### config.mk
export PLATFORM = sky130hd
export DESIGN_NAME = uart_mmio_bridge
export DESIGN_NICKNAME = d
export VERILOG_FILES = /design/src/rtl/uart_mmio_bridge.sv
export SDC_FILE = /design/constraint.sdc
export NUM_CORES = 1
export LEC_CHECK = 0
export CORE_ASPECT_RATIO = 1.1
export CORE_MARGIN = 10
export CORE_UTILIZATION = 35
export CTS_BUF_LIST = sky130_fd_sc_hd__clkbuf_8 sky130_fd_sc_hd__clkbuf_16
export DETAILED_ROUTE_END_ITERATION = 7
export PLACE_DENSITY = 0.57
export SYNTH_ARGS = -nofsm -noshare
export SYNTH_HDL_FRONTEND = slang
export SYNTH_SLANG_ARGS = --single-unit
### constraint.sdc
create_clock -name clk -period 2.25 [get_ports clk]
set_clock_uncertainty 0.05 [all_clocks]
set_input_delay 0.45 -clock clk [delete_from_list [all_inputs] [get_ports clk]]
set_output_delay 0.45 -clock clk [all_outputs]
set_load 0.01 [all_outputs]
### src/rtl/uart_mmio_bridge.sv
// Memory-mapped UART bridge. TX and RX byte FIFOs sit between the CPU strobes and the UART side; load data is registered and arrives 1 cycle after the access.
// TX and RX handshake with valid/ready. RxReady is registered and tracks RX FIFO space. stall freezes everything on the CPU side.
module uart_mmio_bridge #(
   parameter int TX_DEPTH = 4,
   parameter int RX_DEPTH = 8
) (
   input  logic        clk,
   input  logic        rst_n,
   input  logic        stall,
   input  logic [1:0]  UARTsel,
   input  logic        REUART,
   input  logic        WEUART,
   input  logic [7:0]  WriteData,
   output logic [31:0] ReadData,
   output logic [7:0]  TxData,
   output logic        TxValid,
   input  logic        TxReady,
   input  logic [7:0]  RxData,
   input  logic        RxValid,
   output logic        RxReady
);
   localparam int TAW = $clog2(TX_DEPTH);
   localparam int TCW = TAW + 1;
   localparam int RAW = $clog2(RX_DEPTH);
   localparam int RCW = RAW + 1;

   logic we, re;

   logic [7:0]     tx_mem [TX_DEPTH];
   logic [TAW-1:0] tx_wptr, tx_rptr;
   logic [TCW-1:0] tx_count, tx_count_nxt;
   logic           tx_empty, tx_full, tx_push, tx_pop;

   logic [7:0]     rx_mem [RX_DEPTH];
   logic [RAW-1:0] rx_wptr, rx_rptr;
   logic [RCW-1:0] rx_count, rx_count_nxt;
   logic           rx_empty, rx_full, rx_push, rx_pop;
   logic           rx_rdy, rx_ovf, ovf_set;

   assign we = WEUART & ~stall;
   assign re = REUART & ~stall;

   assign tx_empty = (tx_count == '0);
   assign tx_full  = (tx_count == TCW'(TX_DEPTH));
   assign tx_pop   = TxReady & ~tx_empty;
   // A full TX FIFO still takes the byte when the head leaves on the same edge.
   assign tx_push  = we & (~tx_full | tx_pop);
   assign TxValid  = ~tx_empty;
   assign TxData   = tx_mem[tx_rptr];

   assign rx_empty = (rx_count == '0);
   assign rx_full  = (rx_count == RCW'(RX_DEPTH));
   assign rx_pop   = re & ~rx_empty;
   assign rx_push  = RxValid & rx_rdy;
   assign ovf_set  = RxValid & ~rx_rdy;
   assign RxReady  = rx_rdy;

   always_comb begin
      tx_count_nxt = tx_count;
      if (tx_push && !tx_pop)
         tx_count_nxt = tx_count + TCW'(1);
      else if (tx_pop && !tx_push)
         tx_count_nxt = tx_count - TCW'(1);
   end

   always_comb begin
      rx_count_nxt = rx_count;
      if (rx_push && !rx_pop)
         rx_count_nxt = rx_count + RCW'(1);
      else if (rx_pop && !rx_push)
         rx_count_nxt = rx_count - RCW'(1);
   end

   always_ff @(posedge clk or negedge rst_n) begin
      if (!rst_n) begin
         tx_wptr  <= '0;
         tx_rptr  <= '0;
         tx_count <= '0;
         rx_wptr  <= '0;
         rx_rptr  <= '0;
         rx_count <= '0;
      end else begin
         if (tx_push) tx_wptr <= tx_wptr + TAW'(1);
         if (tx_pop)  tx_rptr <= tx_rptr + TAW'(1);
         if (rx_push) rx_wptr <= rx_wptr + RAW'(1);
         if (rx_pop)  rx_rptr <= rx_rptr + RAW'(1);
         tx_count <= tx_count_nxt;
         rx_count <= rx_count_nxt;
      end
   end

   // Storage needs no reset; nothing reads it until the matching count is non-zero.
   always_ff @(posedge clk) begin
      if (tx_push) tx_mem[tx_wptr] <= WriteData;
      if (rx_push) rx_mem[rx_wptr] <= RxData;
   end

   always_ff @(posedge clk or negedge rst_n) begin
      if (!rst_n) begin
         rx_rdy   <= 1'b0;
         rx_ovf   <= 1'b0;
         ReadData <= '0;
      end else begin
         rx_rdy <= (rx_count_nxt != RCW'(RX_DEPTH));
         // A new overflow wins over a clearing status read on the same edge.
         if (ovf_set)
            rx_ovf <= 1'b1;
         else if (!stall && UARTsel == 2'b10)
            rx_ovf <= 1'b0;
         if (!stall) begin
            case (UARTsel)
               2'b01:   ReadData <= {31'b0, ~tx_full};
               2'b10:   ReadData <= {30'b0, rx_ovf, ~rx_empty};
               2'b00:   ReadData <= rx_pop ? {24'b0, rx_mem[rx_rptr]} : 32'b0;
               default: ReadData <= '0;
            endcase
         end
      end
   end
endmodule

==> flow_summary.rst, run 1 <==
.. list-table::
   :header-rows: 1

   * - Metric
     - Value
   * - Width of the die
     - 135.7 µm
   * - Reg-to-reg critical path startpoint
     - rx_count[1]$_DFF_PN0_
   * - Area used by multi-input combinational logic
     - 0.001431 mm²
   * - Number of detailed-routing iterations run before antenna repair
     - 4
   * - Share of synthesized cell area in and, or, nand and nor gates
     - 6.265%
   * - Area growth from synthesis to layout
     - 26.95%
   * - CP Data Arrival Time
     - 1.69 ns
   * - Final hold violation count
     - 0
   * - Arithmetic-cell share of the synthesized area counting full adders, half adders and majority gates
     - 2.768%
   * - Count of input and output buffers
     - 42
   * - Residual overflow from global routing
     - 0
   * - Dpl hpwl
     - 6.926 mm
   * - Average cell area after synthesis
     - 17.12 µm²
   * - Number of clock buffers inserted by TritonCTS
     - 17
   * - Sequential cell area fraction in the yosys report
     - 69.06%
   * - Worst Path Class, Setup
     - reg -> out
   * - Slew margin rel.
     - 59.99%
   * - Pin count of the biggest net entering global routing
     - 28
   * - Buffer levels on the longest clock path
     - 2
   * - Vias in the first global route
     - 2847
   * - Setup crit end kind
     - output pin
   * - Highest attainable clock frequency
     - 0.4575 GHz
   * - TritonCTS clock tree
     - yes
   * - RSZ-0062 raised after global routing
     - no
   * - Post-synthesis xor/xnor area fraction
     - 2.040%
   * - Post-route cell area
     - 0.006541 mm²
   * - Category of the worst setup path launch point
     - flop
   * - Number of antenna diodes
     - 0
   * - Total clock sinks
     - 123
   * - Layout cells sized above 1
     - 25.06%
   * - Count of filler cells inserted in the layout
     - 1271
   * - Nets
     - 417
   * - Run status
     - complete, no violations
   * - Total placed instance area
     - 0.005976 mm²
   * - Top cell type's share of synthesized area
     - 55.95%
   * - Count of flip-flops with a built-in enable after synthesis
     - 96
   * - Pins over their slew limit
     - 0
   * - Top_reg_cell synth
     - sky130_fd_sc_hd__edfxtp_1
   * - Area occupied by registers
     - 0.003558 mm²
   * - Vias per Instance
     - 4.567
   * - Largest driver fanout on the critical path
     - 8
   * - Max IR drop VDD
     - 546.7 µV
   * - Wire length of the first global-routing pass
     - 15.39 mm
   * - Fraction of synthesized area in multiplexers
     - 12.48%
   * - Standard cell core area
     - 0.01445 mm²
   * - Cell Chain, Critical Path
     - buf_12, mux4_2, clkdlybuf4s15_1
   * - Longest individual stage delay on the worst path
     - 0.49 ns
   * - Depth of the most critical reg-to-reg path
     - 7
   * - Post-Route WL
     - 9.854 mm
   * - Effective utilization at floorplan
     - 35.67%
   * - Worst hold path class
     - in -> async
   * - Total GRT Usage
     - 10.18%
   * - Top area cells in the synthesized netlist
     - sky130_fd_sc_hd__edfxtp_1 56%, sky130_fd_sc_hd__dfrtp_1 13%, sky130_fd_sc_hd__mux4_2 10%, sky130_fd_sc_hd__buf_4 3.6%, sky130_fd_sc_hd__ha_1 2.2%
   * - Detailed-route via count
     - 2681
   * - CTS H-tree lvls
     - 4
   * - Largest family of logic cells by synthesized area
     - multiplexers
   * - Area of the die
     - 0.01998 mm²
   * - Total power divided by cell area
     - 1208 mW/mm²
   * - CP Depth
     - 3
   * - Final setup violation count
     - 0
   * - CP bufs+invs
     - 2
   * - Share of the clock period used by the worst path
     - 97.15%
   * - Worst Hold Slack
     - 0.3729 ns
   * - I/O pin count
     - 67
   * - Required time of the critical path
     - 1.75 ns
   * - Crit-path leading delay family
     - multiplexers
   * - Die Y-Extent
     - 147.3 µm
   * - Terminus of the critical flop-to-flop path
     - RxReady$_DFF_PN0_
   * - Netlist area before placement
     - 0.005152 mm²
   * - Final GP Congestion
     - 0.7364
   * - Post-Synthesis Cells
     - 301
   * - Row Count
     - 46
   * - Number of max-cap violations
     - 0
   * - Insertion delay of the later-clocked pin in the worst-skew pair
     - 0.41 ns
   * - Yosys warnings
     - 0
   * - Post-synthesis compound-gate area fraction
     - 2.307%
   * - Slew at the pin closest to its max-slew limit
     - 0.6002 ns
   * - Drc violations
     - 0
   * - Time the worst path needs with I/O delays and setup
     - 2.186 ns
   * - CP max-delay cell
     - sky130_fd_sc_hd__mux4_2
   * - Clock-pin slew on the worst setup and hold paths
     - 0.06 ns
   * - Cell type with the highest aggregate area in the netlist
     - sky130_fd_sc_hd__edfxtp_1
   * - Number of antenna-violating nets in the routed design
     - 0
   * - Number of violations reported at the end of detailed-routing iteration 0
     - 192
   * - Number of antenna violations at the first check in global routing
     - 0
   * - Routed wirelength normalized by instance count
     - 16.79 µm
   * - CTS root buffer
     - sky130_fd_sc_hd__clkbuf_16
   * - Number of distinct library cells after synthesis
     - 40
   * - Synthesis-stage register bit count
     - 123
   * - Reg-to-reg slack, setup
     - 0.13 ns
   * - Fraction of synthesis flops using an asynchronous set or reset pin
     - 21.95%
   * - Leakage dissipation
     - 2.394 nW
==> layout make-up <==
type | count | area share, %
flip-flops and latches | 123 | 54.40
multi-input cells | 159 | 21.88
repair buffers | 74 | 11.00
clock buffers | 17 | 6.503
well taps | 192 | 3.673
clock inverters | 15 | 2.142
inverters | 7 | 0.4017
==> cells by family after synthesis <==
family	after synthesis
AO/OA/AOI/OAI	20
buffers and inverters	42
AND/OR/NAND/NOR	58
other	1
flip-flops	123
XOR/XNOR	12
adder cells (fa/ha/maj)	11
multiplexers	34
==> worst max-delay path by stage <==
stage	from	end	slack, ns
6_report	tx_rptr[0]$_DFFE_PN0P_	TxData[6]	0.06
5_1_grt	tx_rptr[0]$_DFFE_PN0P_	TxData[6]	0.001
4_1_cts	tx_rptr[0]$_DFFE_PN0P_	TxData[0]	0.01
3_5_place_dp	stall	RxReady$_DFF_PN0_	-0.21
3_3_place_gp	stall	RxReady$_DFF_PN0_	-0.13
2_1_floorplan	tx_count[2]$_DFFE_PN0P_	tx_count[2]$_DFFE_PN0P_	0.21
==> placed cells by master, fill, tap and decap left out, drive strengths merged, types with 6 or more instances in the layout <==
cell,count
clkbuf,19
o21ai,10
mux4,24
clkinv,6
nand2,20
mux2i,8
buf,33
nor3,6
xnor2,10
dfrtp,27
edfxtp,96
conb,24
nor2,8
inv,12
clkdlybuf4s50,33
ha,9
==> timing repair <==
| action | in CTS | in global routing |
|---|---|---|
| hold buffers | 0 | 0 |
| gates resized for setup | 18 | 5 |
| buffers inserted | 1 | 0 |
| pin swaps | 0 | 0 |
| endpoints found under the setup margin | 9 | 4 |
==> flip-flops by register name, summed over array words and instances (netlist names), 2 cells and up <==
signal / flops
rx_mem: 64
tx_wptr: 2
tx_rptr: 2
rx_wptr: 3
rx_count: 4
ReadData: 8
tx_count: 3
tx_mem: 32
rx_rptr: 3
==> where the power goes <==
part	switching (mW)	internal, mW	total, mW
clock network	1.01	1.53	2.54
registers	0.328	2.89	3.21
logic	0.977	1.17	2.15
==> layer usage <==
| metal | GRT usage [%] | routed length [µm] | share of wire (%) | vias up |
|---|---|---|---|---|
| met2 | 16.59 | 4949 | 50 | 66 |
| met5 | 0 | 0 | 0 | - |
| met3 | 3.683 | 526 | 5.3 | 17 |
| met4 | 4.472 | 225 | 2.3 | 0 |
| li1 | - | - | - | 1261 |
| met1 | 11.72 | 4153 | 42 | 1337 |
==> synth_stat cells (3+ instances only) <==
cell and n:
sky130_fd_sc_hd__a21oi_1 3, sky130_fd_sc_hd__and2_1 5, sky130_fd_sc_hd__buf_2 4, sky130_fd_sc_hd__buf_4 25
sky130_fd_sc_hd__clkbuf_1 3, sky130_fd_sc_hd__dfrtp_1 27, sky130_fd_sc_hd__edfxtp_1 96, sky130_fd_sc_hd__ha_1 9
sky130_fd_sc_hd__inv_1 7, sky130_fd_sc_hd__mux2i_1 8, sky130_fd_sc_hd__mux4_2 24, sky130_fd_sc_hd__nand2_1 20
sky130_fd_sc_hd__nand2b_1 3, sky130_fd_sc_hd__nand3_1 4, sky130_fd_sc_hd__nor2_1 8, sky130_fd_sc_hd__nor3_1 6
sky130_fd_sc_hd__o21ai_0 5, sky130_fd_sc_hd__o21ai_1 5, sky130_fd_sc_hd__xnor2_1 10
==> stage by stage <==
stage | utilization [%] | worst slack (ns) | setup TNS (ns) | total power [mW] | cells
global route | 45.28 | 0.001125 | 0 | 8.325 | 587
detailed placement | 41.37 | -0.2144 | -0.6015 | 5.491 | 554
floorplan | - | 0.2060 | 0 | 4.590 | 324
global placement | 41.37 | -0.1303 | -0.5227 | 5.426 | 554
CTS | 45.33 | 0.01073 | 0 | 8.024 | 587
finish | 45.28 | 0.06408 | 0 | 7.902 | 587
Power figures use the tool's default switching activity.
==> run 2, diff against run 1 <==
--- a/config.mk
+++ b/config.mk
@@ -7,10 +7,10 @@
 export LEC_CHECK = 0
 export CORE_ASPECT_RATIO = 1.1
 export CORE_MARGIN = 10
-export CORE_UTILIZATION = 35
+export CORE_UTILIZATION = 45
 export CTS_BUF_LIST = sky130_fd_sc_hd__clkbuf_8 sky130_fd_sc_hd__clkbuf_16
 export DETAILED_ROUTE_END_ITERATION = 7
-export PLACE_DENSITY = 0.57
+export PLACE_DENSITY = 0.69
 export SYNTH_ARGS = -nofsm -noshare
 export SYNTH_HDL_FRONTEND = slang
 export SYNTH_SLANG_ARGS = --single-unit
==> run 2 against run 1 <==
Net effect: wire length increased by 0.74%; non-clock buffer count is 5 higher; sequential share of layout area is 0.42 points higher; cell area shrank 0.73%; cell count decreased by 6.8%; via count decreased by 0.34%; clock-buffer cell count did not move; fmax rose by 3.4%; sequential power barely moved; combinational power barely moved; critical path depth is 4 higher; register-to-register slack is essentially flat.
==> flow_summary.rst, run 2 (same netlist as run 1, synthesis figures left out) <==
.. list-table::
   :header-rows: 1

   * - Metric
     - Value
   * - Run status
     - complete, no violations
   * - Commonest non-fill, non-tap cell in the layout
     - sky130_fd_sc_hd__edfxtp_1
   * - Insertion delay of the later-clocked pin in the worst-skew pair
     - 0.40 ns (about the same)
   * - Row Count
     - 40 (-13%)
   * - Final GP Congestion
     - 0.7695 (+4.5%)
   * - Total power divided by cell area
     - 1246 mW/mm² (+3.1%)
   * - Cell-internal power
     - 5.796 mW (+3.7%)
   * - Leakage dissipation
     - 2.426 nW (+1.4%)
   * - Terminus of the critical flop-to-flop path
     - RxReady$_DFF_PN0_
   * - Reg-to-reg slack, setup
     - 0.14 ns (about the same)
   * - TritonCTS clock tree
     - yes
   * - Routed wirelength normalized by instance count
     - 18.15 µm (+8.1%)
   * - Largest driver fanout on the critical path
     - 5 (-3)
   * - Number of clock buffers inserted by TritonCTS
     - 17 (unchanged)
   * - I/O pin count
     - 67 (unchanged)
   * - Category of the worst setup path launch point
     - flop
   * - Area growth from synthesis to layout
     - 26.03%
   * - Number of max-cap violations
     - 0 (unchanged)
   * - Slew at the pin closest to its max-slew limit
     - 0.5851 ns (-0.01510 ns)
   * - CP bufs+invs
     - 1 (-1)
   * - Number of violations reported at the end of detailed-routing iteration 0
     - 202 (+5.2%)
   * - Final setup violation count
     - 0 (unchanged)
   * - Crit-path leading delay family
     - simple AND/OR/NAND/NOR gates
   * - CTS H-tree lvls
     - 4 (unchanged)
   * - Detailed-route via count
     - 2672 (-0.34%)
   * - Pin count of the biggest net entering global routing
     - 28 (unchanged)
   * - Reg-to-reg critical path startpoint
     - rx_count[1]$_DFF_PN0_
   * - Share of the clock period used by the worst path
     - 93.97% (-3.2 points)
   * - Cell Chain, Critical Path
     - inv_1, ha_1, nor3b_2, nand2b_4, maj3_1, o22ai_1, or4b_1
   * - Nets
     - 422 (+1.2%)
   * - Dpl hpwl
     - 6.677 mm (-3.6%)
   * - Gate power share
     - 26.8% (-0.4 points)
   * - Number of detailed-routing iterations run before antenna repair
     - 4 (unchanged)
   * - Longest individual stage delay on the worst path
     - 0.51 ns (+0.02 ns)
   * - CP Data Arrival Time
     - 2.33 ns (+0.64 ns)
   * - Post-Route WL
     - 9.927 mm (+0.74%)
   * - Max IR drop VDD
     - 669.1 µV (+22%)
   * - Time the worst path needs with I/O delays and setup
     - 2.114 ns (-0.07164 ns)
   * - Number of antenna-violating nets in the routed design
     - 0 (unchanged)
   * - Final TNS setup
     - 0 ns (unchanged)
   * - Total clock sinks
     - 123 (unchanged)
   * - Most used cells in the layout excluding fill and tap cells
     - 96 x sky130_fd_sc_hd__edfxtp_1, 34 x sky130_fd_sc_hd__buf_4, 33 x sky130_fd_sc_hd__clkdlybuf4s50_1
   * - Worst Path Class, Setup
     - reg -> reg
   * - Standard cell core area
     - 0.01106 mm² (-23%)
   * - Net switching power of the design
     - 2.293 mW (-0.79%)
   * - Max reg flops
     - 64 (unchanged)
   * - Wire length of the first global-routing pass
     - 15.84 mm (+2.9%)
   * - Overall power of the completed layout
     - 8.088 mW (+2.4%)
   * - Worst hold path class
     - in -> async
   * - Regs by FF count
     - rx_mem (64), tx_mem (32), ReadData (8)
   * - Highest attainable clock frequency
     - 0.4730 GHz (+3.4%)
   * - Worst Hold Slack
     - 0.3728 ns (-0.00009500 ns)
   * - Number of antenna diodes
     - 0 (unchanged)
   * - Vias in the first global route
     - 2899 (+1.8%)
   * - Layout cells sized above 1
     - 26.75% (+1.7 points)
   * - Width of the die
     - 122.0 µm (-10%)
   * - Setup crit end kind
     - flop
   * - Most flops, register
     - rx_mem
   * - Slew margin rel.
     - 60.99% (+1.0 points)
   * - Pins over their slew limit
     - 0 (unchanged)
   * - Total GRT Usage
     - 12.66% (+2.5 points)
   * - Required time of the critical path
     - 2.46 ns (+0.71 ns)
   * - Area occupied by registers
     - 0.003560 mm² (about the same)
   * - Clock-pin slew on the worst setup and hold paths
     - 0.06 ns (about the same)
   * - Depth of the most critical reg-to-reg path
     - 7 (unchanged)
   * - Area of the die
     - 0.01613 mm² (-19%)
   * - Final design utilization
     - 58.71% (+13 points)
   * - Clock group share of total power
     - 33.7% (+1.5 points)
   * - Total placed cells including tap cells
     - 513 (-7.4%)
   * - Non-filler cells in the finished layout
     - 547 (-6.8%)
   * - Die Y-Extent
     - 132.2 µm (-10%)
   * - CTS root buffer
     - sky130_fd_sc_hd__clkbuf_16
   * - Count of filler cells inserted in the layout
     - 855 (-33%)
   * - Vias per Instance
     - 4.885 (+7.0%)
   * - Area used by multi-input combinational logic
     - 0.001423 mm² (-0.61%)
   * - Switching share of power
     - 28.34% (-0.90 points)
   * - Count of input and output buffers
     - 42 (unchanged)
   * - CP max-delay cell
     - sky130_fd_sc_hd__or4b_1
   * - Drc violations
     - 0 (unchanged)
   * - Power share of the sequential group
     - 39.5% (-1.2 points)
   * - Number of buffers added to fix hold violations after cts
     - 0 (unchanged)
   * - RSZ-0062 raised after global routing
     - no
   * - Buffer levels on the longest clock path
     - 2 (unchanged)
   * - Effective utilization at floorplan
     - 46.58% (+11 points)
   * - Residual overflow from global routing
     - 0 (unchanged)
   * - Final hold violation count
     - 0 (unchanged)
   * - Number of antenna violations at the first check in global routing
     - 0 (unchanged)
==> run 2: worst max-delay path by stage <==
| stage | start | endpoint | slack [ns] | cells past startpoint |
|---|---|---|---|---|
| 2_1_floorplan | tx_count[2]$_DFFE_PN0P_ | tx_count[2]$_DFFE_PN0P_ | 0.21 | 8 |
| 3_3_place_gp | stall | RxReady$_DFF_PN0_ | -0.09 | 7 |
| 3_5_place_dp | stall | RxReady$_DFF_PN0_ | -0.16 | 7 |
| 4_1_cts | tx_rptr[0]$_DFFE_PN0P_ | TxData[2] | 0.002 | 3 |
| 5_1_grt | rx_count[1]$_DFF_PN0_ | RxReady$_DFF_PN0_ | 0.02 | 7 |
| 6_report | rx_count[1]$_DFF_PN0_ | RxReady$_DFF_PN0_ | 0.14 | 7 |
==> run 2: through the flow <==
step / setup WS [ns] / area (µm²)
floorplan: 0.2060 / 5239
global placement: -0.08602 / 5899
detailed placement: -0.1588 / 5899
CTS: 0.001578 / 6504
global route: 0.02014 / 6494
finish: 0.1357 / 6494
==> run 2: per-layer routing <==
metal  vias up  track usage [%]  share of wire [%]
met1      1341            15.12                 42
li1       1265                -                  -
met4         0            3.581               0.40
met2        62            21.12                 53
met5         -                0                  0
met3         4            4.156                4.3
==> run 2: what timing repair did <==
action | CTS | global route
resized for setup | 14 | 12
cloned | 0 | 1
buffers inserted | 1 | 0
endpoints found under the setup margin | 9 | 8
==> run 2: area by class of cell <==
cell class                 instances  area share, %
multi-input combinational        159          21.91
clock buffer                      17          6.551
inverter                           7         0.4046
sequential                       123          54.82
timing repair buffer              79          10.77
clock inverter                    15          2.717
tap                              147          2.832
==> run 2: power by group through the flow <==
stage          Sequential (mW)  Clock, mW  Combinational (mW)
5_1_grt                   3.26       2.86                2.39
2_1_floorplan             3.11          0                1.48
3_3_place_gp              3.21          0                2.19
4_1_cts                   3.19       2.77                2.21
6_report                  3.20       2.72                2.17
3_5_place_dp              3.23          0                2.24
==> run 2: worst register-to-register path: stages (launching register included) <==
cell,delay [ns]
sky130_fd_sc_hd__dfrtp_1,0.37
sky130_fd_sc_hd__inv_1,0.08
sky130_fd_sc_hd__ha_1,0.24
sky130_fd_sc_hd__nor3b_2,0.28
sky130_fd_sc_hd__nand2b_4,0.20
sky130_fd_sc_hd__maj3_1,0.15
sky130_fd_sc_hd__o22ai_1,0.10
sky130_fd_sc_hd__or4b_1,0.51
==> run 3, diff against run 2 <==
--- a/config.mk
+++ b/config.mk
@@ -5,7 +5,6 @@
 export SDC_FILE = /design/constraint.sdc
 export NUM_CORES = 1
 export LEC_CHECK = 0
-export CORE_ASPECT_RATIO = 1.1
 export CORE_MARGIN = 10
 export CORE_UTILIZATION = 45
 export CTS_BUF_LIST = sky130_fd_sc_hd__clkbuf_8 sky130_fd_sc_hd__clkbuf_16
==> constraint.sdc (replaced) <==
create_clock -name clk -period 2.3 [get_ports clk]
set_clock_uncertainty 0.05 [all_clocks]
set_input_delay 0.46 -clock clk [delete_from_list [all_inputs] [get_ports clk]]
set_output_delay 0.46 -clock clk [all_outputs]
set_load 0.01 [all_outputs]
==> run 3 against run 2 <==
Net effect: die area about the same; critical endpoint is now TxValid; flip-flop and latch count unchanged; largest power group unchanged; wire length down 4.1%; highest routed layer unchanged; largest cell class unchanged; clock-buffer cell count unchanged; combinational power down 9.2%; global-route usage down 0.40 points.
==> flow_summary.rst, run 3 (same netlist as run 1, synthesis figures left out) <==
.. list-table::
   :header-rows: 1

   * - Metric
     - Value
   * - Number of detailed-routing iterations run before antenna repair
     - 4 (unchanged)
   * - Routed wirelength normalized by instance count
     - 17.80 µm (-1.9%)
   * - Vias per Instance
     - 5.036 (+3.1%)
   * - Power share of the sequential group
     - 40.7% (+1.2 points)
   * - Most used cells in the layout excluding fill and tap cells
     - 96 x sky130_fd_sc_hd__edfxtp_1, 34 x sky130_fd_sc_hd__clkdlybuf4s50_1, 27 x sky130_fd_sc_hd__dfrtp_1, 27 x sky130_fd_sc_hd__buf_4
   * - Number of antenna-violating nets in the routed design
     - 0 (unchanged)
   * - Die Y-Extent
     - 127.0 µm (-3.9%)
   * - Insertion delay of the later-clocked pin in the worst-skew pair
     - 0.42 ns (+0.02 ns)
   * - Area used by multi-input combinational logic
     - 0.001423 mm² (unchanged)
   * - Commonest non-fill, non-tap cell in the layout
     - sky130_fd_sc_hd__edfxtp_1
   * - Area growth from synthesis to layout
     - 25.16%
   * - Pin count of the biggest net entering global routing
     - 28 (unchanged)
   * - Area of the die
     - 0.01613 mm² (about the same)
   * - Worst setup margin
     - 0.05978 ns (-0.07593 ns)
   * - Worst hold path class
     - in -> async
   * - Cell Chain, Critical Path
     - or3_1, clkdlybuf4s50_1
   * - Share of the clock period used by the worst path
     - 97.40%
   * - Count of filler cells inserted in the layout
     - 871 (+1.9%)
   * - Gate power share
     - 25.1% (-1.7 points)
   * - Worst slack at placement
     - -0.05685 ns (+0.1020 ns)
   * - Required time of the critical path
     - 1.79 ns (-0.67 ns)
   * - Number of antenna diodes
     - 0 (unchanged)
   * - Cell-internal power
     - 5.641 mW (-2.7%)
   * - RSZ-0062 raised after global routing
     - no
   * - Effective utilization at floorplan
     - 45.51% (-1.1 points)
   * - Number of clock buffers inserted by TritonCTS
     - 17 (unchanged)
   * - Clock group share of total power
     - 34.1% (+0.4 points)
   * - Highest attainable clock frequency
     - 0.4464 GHz
   * - Wire length of the first global-routing pass
     - 15.12 mm (-4.5%)
   * - Width of the die
     - 127.0 µm (+4.1%)
   * - Final GP Congestion
     - 0.7340 (-4.6%)
   * - Max IR drop VDD
     - 791.1 µV (+18%)
   * - CP bufs+invs
     - 1 (unchanged)
   * - Total clock sinks
     - 123 (unchanged)
   * - Number of max-cap violations
     - 0 (unchanged)
   * - Overall power of the completed layout
     - 7.837 mW (-3.1%)
   * - Longest individual stage delay on the worst path
     - 0.50 ns (about the same)
   * - Row Count
     - 39 (-2.5%)
   * - Count of input and output buffers
     - 42 (unchanged)
   * - Detailed-route via count
     - 2694 (+0.82%)
   * - Drc violations
     - 0 (unchanged)
   * - I/O pin count
     - 67 (unchanged)
   * - CTS H-tree lvls
     - 4 (unchanged)
   * - Post-CTS setup repair buffer count
     - 0 (-1)
   * - Clock-pin slew on the worst setup and hold paths
     - 0.06 ns (about the same)
   * - Time the worst path needs with I/O delays and setup
     - 2.240 ns
   * - Pins over their slew limit
     - 0 (unchanged)
   * - Regs by FF count
     - rx_mem (64), tx_mem (32), ReadData (8)
   * - Setup crit end kind
     - output pin
   * - CTS root buffer
     - sky130_fd_sc_hd__clkbuf_16
   * - Run status
     - complete, no violations
   * - Area occupied by registers
     - 0.003558 mm² (about the same)
   * - Nets
     - 414 (-1.9%)
   * - Worst Path Class, Setup
     - reg -> out
   * - Number of antenna violations at the first check in global routing
     - 0 (unchanged)
   * - Switching share of power
     - 28.01% (-0.33 points)
   * - Total placed instance area
     - 0.005849 mm² (-0.85%)
   * - Most flops, register
     - rx_mem
   * - Largest driver fanout on the critical path
     - 3 (-2)
   * - TritonCTS clock tree
     - yes
   * - Slew at the pin closest to its max-slew limit
     - 0.5606 ns (-0.02449 ns)
   * - Category of the worst setup path launch point
     - flop
   * - Layout cells sized above 1
     - 23.47% (-3.3 points)
   * - Total GRT Usage
     - 12.27% (-0.40 points)
   * - Total power divided by cell area
     - 1215 mW/mm² (-2.4%)
   * - Dpl hpwl
     - 6.504 mm (-2.6%)
   * - Final hold violation count
     - 0 (unchanged)
   * - Final setup violation count
     - 0 (unchanged)
   * - Leakage dissipation
     - 2.394 nW (-1.3%)
   * - Residual overflow from global routing
     - 0 (unchanged)
   * - Standard cell core area
     - 0.01132 mm² (+2.4%)
   * - Worst Hold Slack
     - 0.3865 ns (+0.01373 ns)
   * - Final TNS setup
     - 0 ns (unchanged)
   * - Vias in the first global route
     - 2873 (-0.90%)
   * - CP max-delay cell
     - sky130_fd_sc_hd__clkdlybuf4s50_1
   * - Buffer levels on the longest clock path
     - 2 (unchanged)
   * - Post-Route WL
     - 9.523 mm (-4.1%)
   * - Net switching power of the design
     - 2.195 mW (-4.3%)
   * - Crit-path leading delay family
     - buffers and inverters
   * - CP Data Arrival Time
     - 1.73 ns (-0.60 ns)
   * - Post-route cell area
     - 0.006449 mm² (-0.69%)
   * - Max reg flops
     - 64 (unchanged)
   * - Slew margin rel.
     - 62.62% (+1.6 points)
   * - Number of violations reported at the end of detailed-routing iteration 0
     - 204 (+0.99%)
[run 3: cell types whose count changed in the layout (fill, tap and decap cells not counted), moves of 2 or more]
cell	change
sky130_fd_sc_hd__clkbuf_2	-8
sky130_fd_sc_hd__buf_4	-7
sky130_fd_sc_hd__clkdlybuf4s15_1	+7
sky130_fd_sc_hd__clkinv_2	+3
sky130_fd_sc_hd__clkinvlp_4	-2
[run 3: final timing paths]
path                                            to  cells past startpoint  slack (ns)               startpoint
setup / recovery                           TxValid                      2        0.06  tx_count[2]$_DFFE_PN0P_
hold / removal              rx_wptr[0]$_DFFE_PN0P_                      2        0.39                    rst_n
setup reg to reg                 RxReady$_DFF_PN0_                      7        0.18    rx_count[0]$_DFF_PN0_
hold reg to reg            tx_count[2]$_DFFE_PN0P_                      1        0.44  tx_count[2]$_DFFE_PN0P_
max in group asynchronous   tx_rptr[0]$_DFFE_PN0P_                      2        1.54                    rst_n
min in group clk           tx_count[2]$_DFFE_PN0P_                      1        0.44  tx_count[2]$_DFFE_PN0P_
[run 3: repair_timing]
| action | 4_1_cts | 5_1_grt |
|---|---|---|
| setup endpoints to repair | 8 | 7 |
| hold buffers | 0 | 0 |
| gates resized for setup | 8 | 7 |
[run 3: power groups by stage]
stage	logic [mW]	clock network, mW	registers (mW)
2_1_floorplan	1.44	0	3.05
4_1_cts	1.99	2.72	3.20
6_report	1.97	2.67	3.19
3_5_place_dp	2.04	0	3.24
3_3_place_gp	2.00	0	3.22
5_1_grt	2.17	2.82	3.25
[run 3: area by class of cell]
| type | count | share of cell area (%) |
|---|---|---|
| Clock buffer | 17 | 6.597 |
| Clock inverter | 15 | 2.716 |
| Inverter | 7 | 0.4075 |
| Multi-Input combinational cell | 159 | 22.06 |
| Sequential cell | 123 | 55.18 |
| Tap cell | 143 | 2.775 |
| Timing Repair Buffer | 71 | 10.26 |
[run 3: metal layers]
metal / routed length (µm) / vias to the layer above / track usage [%] / part of all wire, %
met5: 0 / - / 0 / 0
met2: 4730 / 72 / 20.08 / 50
met3: 582 / 15 / 4.756 / 6.1
li1: - / 1253 / - / -
met4: 160 / 0 / 5.827 / 1.7
met1: 4050 / 1354 / 13.87 / 43
[run 3: per-stage QoR]
stage	instances	util, %
after floorplan	324	-
after global placement	503	51.67
after detailed placement	503	51.67
after CTS	535	56.89
after global routing	535	56.96
final	535	56.96
